File: src/rtl/shift_scheduler_if.sv
// rtl/shift_scheduler_if.sv - requester, response and shifter-side signals of shift_scheduler
interface shift_scheduler_if;
  logic       Req_Valid_A;
  logic       Req_Valid_B;
  logic       Req_Ready_A;
  logic       Req_Ready_B;
  logic [1:0] Req_Op_A;
  logic [1:0] Req_Op_B;
  logic [2:0] Req_Amount_A;
  logic [2:0] Req_Amount_B;
  logic [7:0] Req_Data_A;
  logic [7:0] Req_Data_B;
  logic       Rsp_Valid;
  logic       Rsp_Ready;
  logic       Rsp_Id;
  logic [7:0] Rsp_Data;
  logic       Busy;
  logic       Sh_Direction;
  logic [2:0] Sh_Shift_Amount;
  logic [7:0] Sh_Data_In;
  logic [7:0] Sh_Data_Out;

  // Scheduler side.
  modport slave (
    input  Req_Valid_A, Req_Valid_B, Req_Op_A, Req_Op_B,
    input  Req_Amount_A, Req_Amount_B, Req_Data_A, Req_Data_B,
    input  Rsp_Ready, Sh_Data_Out,
    output Req_Ready_A, Req_Ready_B, Rsp_Valid, Rsp_Id, Rsp_Data, Busy,
    output Sh_Direction, Sh_Shift_Amount, Sh_Data_In
  );

  // Requesters, response consumer and shifter side.
  modport master (
    output Req_Valid_A, Req_Valid_B, Req_Op_A, Req_Op_B,
    output Req_Amount_A, Req_Amount_B, Req_Data_A, Req_Data_B,
    output Rsp_Ready, Sh_Data_Out,
    input  Req_Ready_A, Req_Ready_B, Rsp_Valid, Rsp_Id, Rsp_Data, Busy,
    input  Sh_Direction, Sh_Shift_Amount, Sh_Data_In
  );
endinterface

File: src/rtl/shift_scheduler.sv
// rtl/shift_scheduler.sv - round-robin two-port scheduler driving an 8-bit shifter
// Rotates are built from a shift one way plus a shift the other way, ORed together.
module shift_scheduler (
  input logic              Clock,
  input logic              Reset_n,
  shift_scheduler_if.slave bus
);

  typedef enum logic [2:0] {
    IDLE  = 3'd0,
    PASS1 = 3'd1,
    CAP1  = 3'd2,
    PASS2 = 3'd3,
    CAP2  = 3'd4,
    RESP  = 3'd5
  } state_t;

  state_t     state_q, state_d;
  logic       last_grant_q, last_grant_d;
  logic [1:0] op_q, op_d;
  logic [2:0] amt_q, amt_d;
  logic [7:0] data_q, data_d;
  logic       id_q, id_d;
  logic [7:0] partial_q, partial_d;
  logic       rsp_valid_q, rsp_valid_d;
  logic       rsp_id_q, rsp_id_d;
  logic [7:0] rsp_data_q, rsp_data_d;
  logic       busy_q, busy_d;
  logic       sh_dir_q, sh_dir_d;
  logic [2:0] sh_amt_q, sh_amt_d;
  logic [7:0] sh_din_q, sh_din_d;

  logic       grant_a, grant_b;
  logic       ready_a, ready_b;
  logic [1:0] sel_op;
  logic [2:0] sel_amt;
  logic [7:0] sel_data;

  // On a tie, the port not served last wins; last_grant_q = 1 means B was last.
  always_comb begin
    grant_a  = bus.Req_Valid_A && (!bus.Req_Valid_B || last_grant_q);
    grant_b  = bus.Req_Valid_B && !grant_a;
    ready_a  = Reset_n && (state_q == IDLE) && grant_a;
    ready_b  = Reset_n && (state_q == IDLE) && grant_b;
    sel_op   = ready_b ? bus.Req_Op_B     : bus.Req_Op_A;
    sel_amt  = ready_b ? bus.Req_Amount_B : bus.Req_Amount_A;
    sel_data = ready_b ? bus.Req_Data_B   : bus.Req_Data_A;
  end

  always_comb begin
    state_d      = state_q;
    last_grant_d = last_grant_q;
    op_d         = op_q;
    amt_d        = amt_q;
    data_d       = data_q;
    id_d         = id_q;
    partial_d    = partial_q;
    rsp_id_d     = rsp_id_q;
    rsp_data_d   = rsp_data_q;
    sh_dir_d     = 1'b0;
    sh_amt_d     = 3'd0;
    sh_din_d     = 8'd0;

    // Shifter inputs are registered, so they are loaded on the edge entering each PASS state.
    case (state_q)
      IDLE: begin
        if (ready_a || ready_b) begin
          op_d         = sel_op;
          amt_d        = sel_amt;
          data_d       = sel_data;
          id_d         = ready_b;
          last_grant_d = ready_b;
          state_d      = PASS1;
          sh_dir_d     = sel_op[0];
          sh_amt_d     = sel_amt;
          sh_din_d     = sel_data;
        end
      end
      PASS1: state_d = CAP1;
      CAP1: begin
        partial_d = bus.Sh_Data_Out;
        if (!op_q[1] || (amt_q == 3'd0)) begin
          rsp_data_d = bus.Sh_Data_Out;
          rsp_id_d   = id_q;
          state_d    = RESP;
        end else begin
          state_d  = PASS2;
          sh_dir_d = ~op_q[0];
          sh_amt_d = ~amt_q + 3'd1;
          sh_din_d = data_q;
        end
      end
      PASS2: state_d = CAP2;
      CAP2: begin
        rsp_data_d = partial_q | bus.Sh_Data_Out;
        rsp_id_d   = id_q;
        state_d    = RESP;
      end
      RESP: begin
        if (bus.Rsp_Ready) begin
          state_d = IDLE;
        end
      end
      default: state_d = IDLE;
    endcase

    rsp_valid_d = (state_d == RESP);
    busy_d      = (state_d != IDLE);
  end

  always_ff @(posedge Clock or negedge Reset_n) begin
    if (!Reset_n) begin
      state_q      <= IDLE;
      last_grant_q <= 1'b1;
      op_q         <= 2'd0;
      amt_q        <= 3'd0;
      data_q       <= 8'd0;
      id_q         <= 1'b0;
      partial_q    <= 8'd0;
      rsp_valid_q  <= 1'b0;
      rsp_id_q     <= 1'b0;
      rsp_data_q   <= 8'd0;
      busy_q       <= 1'b0;
      sh_dir_q     <= 1'b0;
      sh_amt_q     <= 3'd0;
      sh_din_q     <= 8'd0;
    end else begin
      state_q      <= state_d;
      last_grant_q <= last_grant_d;
      op_q         <= op_d;
      amt_q        <= amt_d;
      data_q       <= data_d;
      id_q         <= id_d;
      partial_q    <= partial_d;
      rsp_valid_q  <= rsp_valid_d;
      rsp_id_q     <= rsp_id_d;
      rsp_data_q   <= rsp_data_d;
      busy_q       <= busy_d;
      sh_dir_q     <= sh_dir_d;
      sh_amt_q     <= sh_amt_d;
      sh_din_q     <= sh_din_d;
    end
  end

  assign bus.Req_Ready_A     = ready_a;
  assign bus.Req_Ready_B     = ready_b;
  assign bus.Rsp_Valid       = rsp_valid_q;
  assign bus.Rsp_Id          = rsp_id_q;
  assign bus.Rsp_Data        = rsp_data_q;
  assign bus.Busy            = busy_q;
  assign bus.Sh_Direction    = sh_dir_q;
  assign bus.Sh_Shift_Amount = sh_amt_q;
  assign bus.Sh_Data_In      = sh_din_q;

endmodule

File: src/flat_wrapper.sv
// flat-port wrapper written by rule: the top's interface ports become plain ports
module shift_scheduler_flat 
  (Clock, Reset_n, bus_Req_Valid_A, bus_Req_Valid_B, bus_Req_Op_A, bus_Req_Op_B, bus_Req_Amount_A, bus_Req_Amount_B, bus_Req_Data_A, bus_Req_Data_B, bus_Rsp_Ready, bus_Sh_Data_Out, bus_Req_Ready_A, bus_Req_Ready_B, bus_Rsp_Valid, bus_Rsp_Id, bus_Rsp_Data, bus_Busy, bus_Sh_Direction, bus_Sh_Shift_Amount, bus_Sh_Data_In);
  shift_scheduler_if bus_i ();
  input logic Clock;
  input logic Reset_n;
  input wire logic [$bits(bus_i.Req_Valid_A)-1:0] bus_Req_Valid_A;
  input wire logic [$bits(bus_i.Req_Valid_B)-1:0] bus_Req_Valid_B;
  input wire logic [$bits(bus_i.Req_Op_A)-1:0] bus_Req_Op_A;
  input wire logic [$bits(bus_i.Req_Op_B)-1:0] bus_Req_Op_B;
  input wire logic [$bits(bus_i.Req_Amount_A)-1:0] bus_Req_Amount_A;
  input wire logic [$bits(bus_i.Req_Amount_B)-1:0] bus_Req_Amount_B;
  input wire logic [$bits(bus_i.Req_Data_A)-1:0] bus_Req_Data_A;
  input wire logic [$bits(bus_i.Req_Data_B)-1:0] bus_Req_Data_B;
  input wire logic [$bits(bus_i.Rsp_Ready)-1:0] bus_Rsp_Ready;
  input wire logic [$bits(bus_i.Sh_Data_Out)-1:0] bus_Sh_Data_Out;
  output wire logic [$bits(bus_i.Req_Ready_A)-1:0] bus_Req_Ready_A;
  output wire logic [$bits(bus_i.Req_Ready_B)-1:0] bus_Req_Ready_B;
  output wire logic [$bits(bus_i.Rsp_Valid)-1:0] bus_Rsp_Valid;
  output wire logic [$bits(bus_i.Rsp_Id)-1:0] bus_Rsp_Id;
  output wire logic [$bits(bus_i.Rsp_Data)-1:0] bus_Rsp_Data;
  output wire logic [$bits(bus_i.Busy)-1:0] bus_Busy;
  output wire logic [$bits(bus_i.Sh_Direction)-1:0] bus_Sh_Direction;
  output wire logic [$bits(bus_i.Sh_Shift_Amount)-1:0] bus_Sh_Shift_Amount;
  output wire logic [$bits(bus_i.Sh_Data_In)-1:0] bus_Sh_Data_In;
  assign bus_i.Req_Valid_A = bus_Req_Valid_A;
  assign bus_i.Req_Valid_B = bus_Req_Valid_B;
  assign bus_i.Req_Op_A = bus_Req_Op_A;
  assign bus_i.Req_Op_B = bus_Req_Op_B;
  assign bus_i.Req_Amount_A = bus_Req_Amount_A;
  assign bus_i.Req_Amount_B = bus_Req_Amount_B;
  assign bus_i.Req_Data_A = bus_Req_Data_A;
  assign bus_i.Req_Data_B = bus_Req_Data_B;
  assign bus_i.Rsp_Ready = bus_Rsp_Ready;
  assign bus_i.Sh_Data_Out = bus_Sh_Data_Out;
  assign bus_Req_Ready_A = bus_i.Req_Ready_A;
  assign bus_Req_Ready_B = bus_i.Req_Ready_B;
  assign bus_Rsp_Valid = bus_i.Rsp_Valid;
  assign bus_Rsp_Id = bus_i.Rsp_Id;
  assign bus_Rsp_Data = bus_i.Rsp_Data;
  assign bus_Busy = bus_i.Busy;
  assign bus_Sh_Direction = bus_i.Sh_Direction;
  assign bus_Sh_Shift_Amount = bus_i.Sh_Shift_Amount;
  assign bus_Sh_Data_In = bus_i.Sh_Data_In;
  shift_scheduler u_core (.Clock(Clock), .Reset_n(Reset_n), .bus(bus_i));
endmodule
File: config.mk
export PLATFORM = sky130hd
export DESIGN_NAME = shift_scheduler_flat
export DESIGN_NICKNAME = d
export VERILOG_FILES = /design/src/rtl/shift_scheduler_if.sv /design/src/rtl/shift_scheduler.sv /design/src/flat_wrapper.sv
export SDC_FILE = /design/constraint.sdc
export NUM_CORES = 1
export LEC_CHECK = 0
export CAP_MARGIN = 20
export CORE_MARGIN = 2
export CORE_UTILIZATION = 52
export DETAILED_ROUTE_END_ITERATION = 10
export PLACE_DENSITY_LB_ADDON = 0.25
export SYNTH_ARGS = -nofsm -noshare
export SYNTH_HDL_FRONTEND = slang
export SYNTH_SLANG_ARGS = --single-unit
File: constraint.sdc
create_clock -name Clock -period 3.7 [get_ports Clock]
set_input_delay 0.74 -clock Clock [delete_from_list [all_inputs] [get_ports Clock]]
set_output_delay 0.74 -clock Clock [all_outputs]
set_load 0.01 [all_outputs]
After elaboration in Yosys (flattened, before gate mapping)
Index checks and enable logic that the tools add are counted.
{"block": "classes", "n_reduce_logical": 17, "n_eq_ne": 7, "muxes": 20, "n_bitwise": 3, "addsub": 1}
{"operator": "2-to-1 mux 8 bit", "count": 4}
{"operator": "one-hot mux 8 bit (2 select lines)", "count": 2}
{"operator": "2-to-1 mux 3 bit", "count": 6}
{"operator": "one-hot mux 3 bit (6 select lines)", "count": 1}
{"operator": "== test 3 bit, second input constant", "count": 3}
{"operator": "OR 8 bit", "count": 1}
{"operator": "== test 3 x 2 -> 1 bit, second input constant", "count": 2}
{"operator": "logical NOT 3 bit", "count": 2}
{"operator": "one-hot mux 3 bit (2 select lines)", "count": 1}
{"operator": "logical AND 1 bit", "count": 5}
{"operator": "one-hot mux 1 bit (2 select lines)", "count": 2}
{"operator": "AND reduction 2 bit", "count": 2}
{"operator": "adder 3 x 1 -> 3 bit, second input constant", "count": 1}
{"operator": "== test 3 x 1 -> 1 bit, second input constant", "count": 1}
{"operator": "logical NOT 1 bit", "count": 3}
{"operator": "logical OR 1 bit", "count": 3}
{"operator": "2-to-1 mux 1 bit", "count": 3}
{"operator": "NOT 3 bit", "count": 1}
{"operator": "nonzero test 3 bit", "count": 1}
{"operator": "2-to-1 mux 2 bit", "count": 1}
{"operator": "inequality test 2 x 1 -> 1 bit, second input constant", "count": 1}
{"operator": "nonzero test 2 bit", "count": 1}
{"operator": "NOT 1 bit", "count": 1}
{"block": "totals", "regBits": 49, "elab_cells": 62, "inputBits": 39, "out_inout_bits": 25}

Logic depth before layout (Yosys ltp)
{"block": "logic_depth", "word_depth": 10, "depth_mapped": 7, "mapped_depth_nobuf": 6}

Worst setup path before layout
No wires, ideal clock.
{"block": "synth_path", "kind": "input port to output port", "start": "in Reset_n", "end": "out bus_Req_Ready_A", "arrival_time_ns": 1.641, "slack_ns": 1.319, "path_buffers": 1, "path_stages": 3, "t_required_ns": 2.960, "path_cell_list": "or4b_1 > buf_4 > nor3_1"}
{"block": "synth_via", "elab_chain_cells": 2}
{"element": "start, declared", "line": "flat_wrapper.sv:6", "rtl": "input logic Reset_n;"}
{"element": "logical AND 1 bit (2 in a row)", "line": "shift_scheduler.sv:43", "rtl": "ready_a = Reset_n && (state_q == IDLE) && grant_a;"}
{"element": "end, declared", "line": "flat_wrapper.sv:17", "rtl": "output wire logic [$bits(bus_i.Req_Ready_A)-1:0] bus_Req_Ready_A;"}
Every way passes these cells.

Worst setup path in the final report
{"block": "layout_path", "start": "in bus_Req_Valid_B", "end": "out bus_Req_Ready_A"}
{"block": "layout_via", "elab_chain_cells": 4}
{"element": "start, declared", "line": "flat_wrapper.sv:8", "rtl": "input wire logic [$bits(bus_i.Req_Valid_B)-1:0] bus_Req_Valid_B;"}
{"element": "logical NOT 1 bit", "line": "shift_scheduler.sv:41", "rtl": "grant_a = bus.Req_Valid_A && (!bus.Req_Valid_B || last_grant_q);"}
{"element": "logical OR 1 bit", "line": "shift_scheduler.sv:41"}
{"element": "logical AND 1 bit", "line": "shift_scheduler.sv:41"}
{"element": "logical AND 1 bit", "line": "shift_scheduler.sv:43"}
Every way passes these cells.

==> out/qor.csv <==
stage;metric;value;unit
logic_synthesis;synth warn;0;
min_path;Min-Delay Path Class;flop to flop;
sta;setup_tns;0;ps
grt;most used routing layer;met2;
layout;P&R area growth vs syn;30.7;%
logic_synthesis;#FFs+latches synth;49;
grt;first-pass GRT wire length;9.52;mm
worst_setup_path;Setup CP Type;input pin to output port;
clock_tree;# clock sinks;49;
route;routed length per instance;18.4;microns
die;I/O pin cnt;64;
worst_setup_path;reg-to-reg slack, setup;1460;ps
logic_synthesis;cells after synthesis;216;
grt;All-Layer GR Usage;24.0;%
power;power per cell area;711;nW/um^2
min_path;worst hold path stage count;1;
grt;number of global-route vias before repair;1957;
clock_tree;post-CTS resize count;0;
clock_tree;Reg clk slew, reported paths;80;ps
worst_setup_path;CP Data Arrival Time;2610;ps
route;total iterations of the first detailed-routing run;4;
die;Die Ht;72.0;microns
worst_setup_path;Worst Reg2Reg Path Length in Cells;6;
die;Die X;72.0;microns
worst_setup_path;CP Data Required Time;2960;ps
sta;Setup WS post-layout;348;ps
route;DR DRC count;0;
clock_tree;CTS Root Cell;clkbuf_8;
place;dpl hpwl;4.00;mm
logic_synthesis;top_reg_cell synth;dfrtp_1;
clock_tree;Hold-fix buffers, CTS;0;
layout;multi-input logic area;1060;sq um
sta;final hold viol count;0;
grt;initial antenna violation count;0;
grt;largest net degree at the start of global routing;51;
grt;met3 demand-to-capacity share in global routing;4.03;%
logic_synthesis;FFs w/ async S/R, synth;100;%
layout;Core Util, Final;71.1;%
worst_setup_path;RR Endpoint;u_core.bus.Sh_Data_In[4];
layout;layout cell share with drive strength beyond 1;9.93;%
power;Max VDD drop;0.382;mV
worst_setup_path;Worst Setup End Kind;output port;
logic_synthesis;synthesized cell area;2400;sq um
logic_synthesis;number of flops mapped to enable cells by yosys;0;
sta;max frequency;298;MHz
worst_setup_path;R2R Path Start;u_core.amt_q[0];
place;GPL Wtd Cong;0.831;
sta;fin. max-slew vios;0;
grt;Global Route met1 Usage;34.7;%
logic_synthesis;Post-Syn Nets;257;
route;remaining antenna violation count;0;
place;Setup WS pre-CTS;357;ps
sta;Setup-failing EPs final;0;
die;die area;5180;sq um
route;Initial DRC Count;183;
place;I/O Buffers;63;
logic_synthesis;synth unique cells;34;
layout;nets@finish;312;
route;Post-Route WL;5.95;mm
min_path;end point of the worst hold path;u_core.bus.Sh_Data_In[3];
die;Initial Utilization;54.4;%
clock_tree;CTS tree;built;
layout;FF+latch area;1230;sq um
worst_setup_path;Worst setup SP type;input pin;
place;placed cell count;316;
clock_tree;postcts setup bufs;0;
worst_setup_path;maximum fanout along the worst path;13;
grt;total grt overflow;0;
route;routed via count;2002;
clock_tree;CTS H-tree depth;2;
sta;period utilisation layout;90.6;%
min_path;hold wc startpoint;u_core.data_q[3];
route;vias per cell;6.18;
die;Core Box Area;4410;sq um
layout;Ant. Diodes;0;
clock_tree;clock buffer depth;2;
sta;RSZ-0062 raised after global routing;false;
sta;Min Clock Period, post-route;3350;ps
grt;GR Layer Usage met2;36.6;%
clock_tree;cts bufs inserted;5;
layout;Layout Cells excl Fill;324;
die;row cnt;24;
logic_synthesis;post-synthesis sequential area ratio;51.1;%
layout;# fillers;340;
power;static leakage;0.00122;uW
clock_tree;Worst-Skew Late Latency;290;ps
outcome;status;finished, final reports clean;
sta;Least-Margin Pin Slew;875;ps
logic_synthesis;Syn Area/Cell;11.1;sq um
sta;Worst Skew;8.13;ps
flow_run;max_cap viols;0;
sta;Max transition margin;41.6;%
## cells by family after synthesis
logic type / share of synthesized area [%]
simple gates: 10.3
mux: 3.75
fa+ha+maj: 1.04
compound gates: 29.0
buf+inv: 4.79
flops: 51.1
## worst max path at each step
| stage | startpoint | to | slack, ps | cells after the start |
|---|---|---|---|---|
| after floorplan | Reset_n | bus_Req_Ready_A | 1320 | 3 |
| after global placement | bus_Req_Valid_B | bus_Req_Ready_A | 390 | 4 |
| after detailed placement | bus_Req_Valid_B | bus_Req_Ready_A | 360 | 4 |
| after CTS | bus_Req_Valid_B | bus_Req_Ready_A | 360 | 4 |
| after global routing | bus_Req_Valid_B | bus_Req_Ready_A | 220 | 4 |
| final | bus_Req_Valid_B | bus_Req_Ready_A | 350 | 4 |
## registers in the layout (all words and copies together) (netlist names)
register / cells
u_core.op_q: 2
u_core.bus.Rsp_Valid: 1
u_core.bus.Sh_Data_In: 8
u_core.bus.Rsp_Data: 8
u_core.bus.Busy: 1
u_core.id_q: 1
u_core.amt_q: 3
u_core.partial_q: 8
u_core.state_q: 3
u_core.bus.Rsp_Id: 1
u_core.last_grant_q: 1
u_core.bus.Sh_Direction: 1
u_core.data_q: 8
u_core.bus.Sh_Shift_Amount: 3
## synth_stat cells, drive strengths merged (2+ instances only)
master	instances	area (sq um)
dfrtp	48	1200
a211oi	16	120
clkbuf	16	60.1
a32oi	13	114
nor2	13	65.1
o32ai	13	114
nor2b	12	75.1
o2bb2ai	12	105
a2bb2oi	9	78.8
mux2	8	90.1
o22ai	8	50.1
buf	6	36.3
nand2b	6	37.5
o21ai	6	30.0
inv	5	18.8
a21oi	4	20.0
a22oi	3	22.5
ha	2	25.0
nand2	2	7.51
nor3	2	10.0
o211ai	2	15.0
## power breakdown
| group | leakage (uW) | total [uW] | internal [uW] | switching [uW] |
|---|---|---|---|---|
| Sequential | 0.000581 | 907 | 764 | 143 |
| Clock | 0.0000455 | 318 | 153 | 165 |
| Combinational | 0.000594 | 1010 | 502 | 506 |
## layout make-up
type	instances	share of cell area (%)
Inverter	5	0.598
Sequential cell	49	39.1
Clock buffer	8	2.87
Timing Repair Buffer	70	21.6
Multi-Input combinational cell	140	33.7
Tap cell	52	2.07
## stage by stage
step | total power, uW | instance area [sq um] | hold WS [ps]
floorplan | 1540 | 2400 | 444
global route | 2380 | 3140 | 512
CTS | 2240 | 3140 | 500
global placement | 1880 | 3050 | 477
finish | 2230 | 3140 | 491
detailed placement | 1910 | 3050 | 471
## critical path, stage by stage
cell             delay (ps)
clkdlybuf4s50_1         540
nor2b_1                 730
nor3_1                   90
clkdlybuf4s50_1         510
## per-layer routing
metal | up-vias | routed length (microns)
met1 | 962 | 2710
met3 | 11 | 336
met2 | 77 | 2780
met4 | 0 | 117
met5 | - | 0
li1 | 952 | -
## cell usage in the layout, fill, tap and decap left out, types with 7 or more instances in the layout
| cell | count |
|---|---|
| a211oi_1 | 16 |
| a2bb2oi_1 | 9 |
| a32oi_1 | 13 |
| buf_4 | 7 |
| clkdlybuf4s50_1 | 62 |
| dfrtp_1 | 48 |
| mux2_2 | 8 |
| nor2_1 | 12 |
| nor2b_1 | 12 |
| o22ai_1 | 8 |
| o2bb2ai_1 | 12 |
| o32ai_1 | 13 |
(Power assumes the default switching activity.)
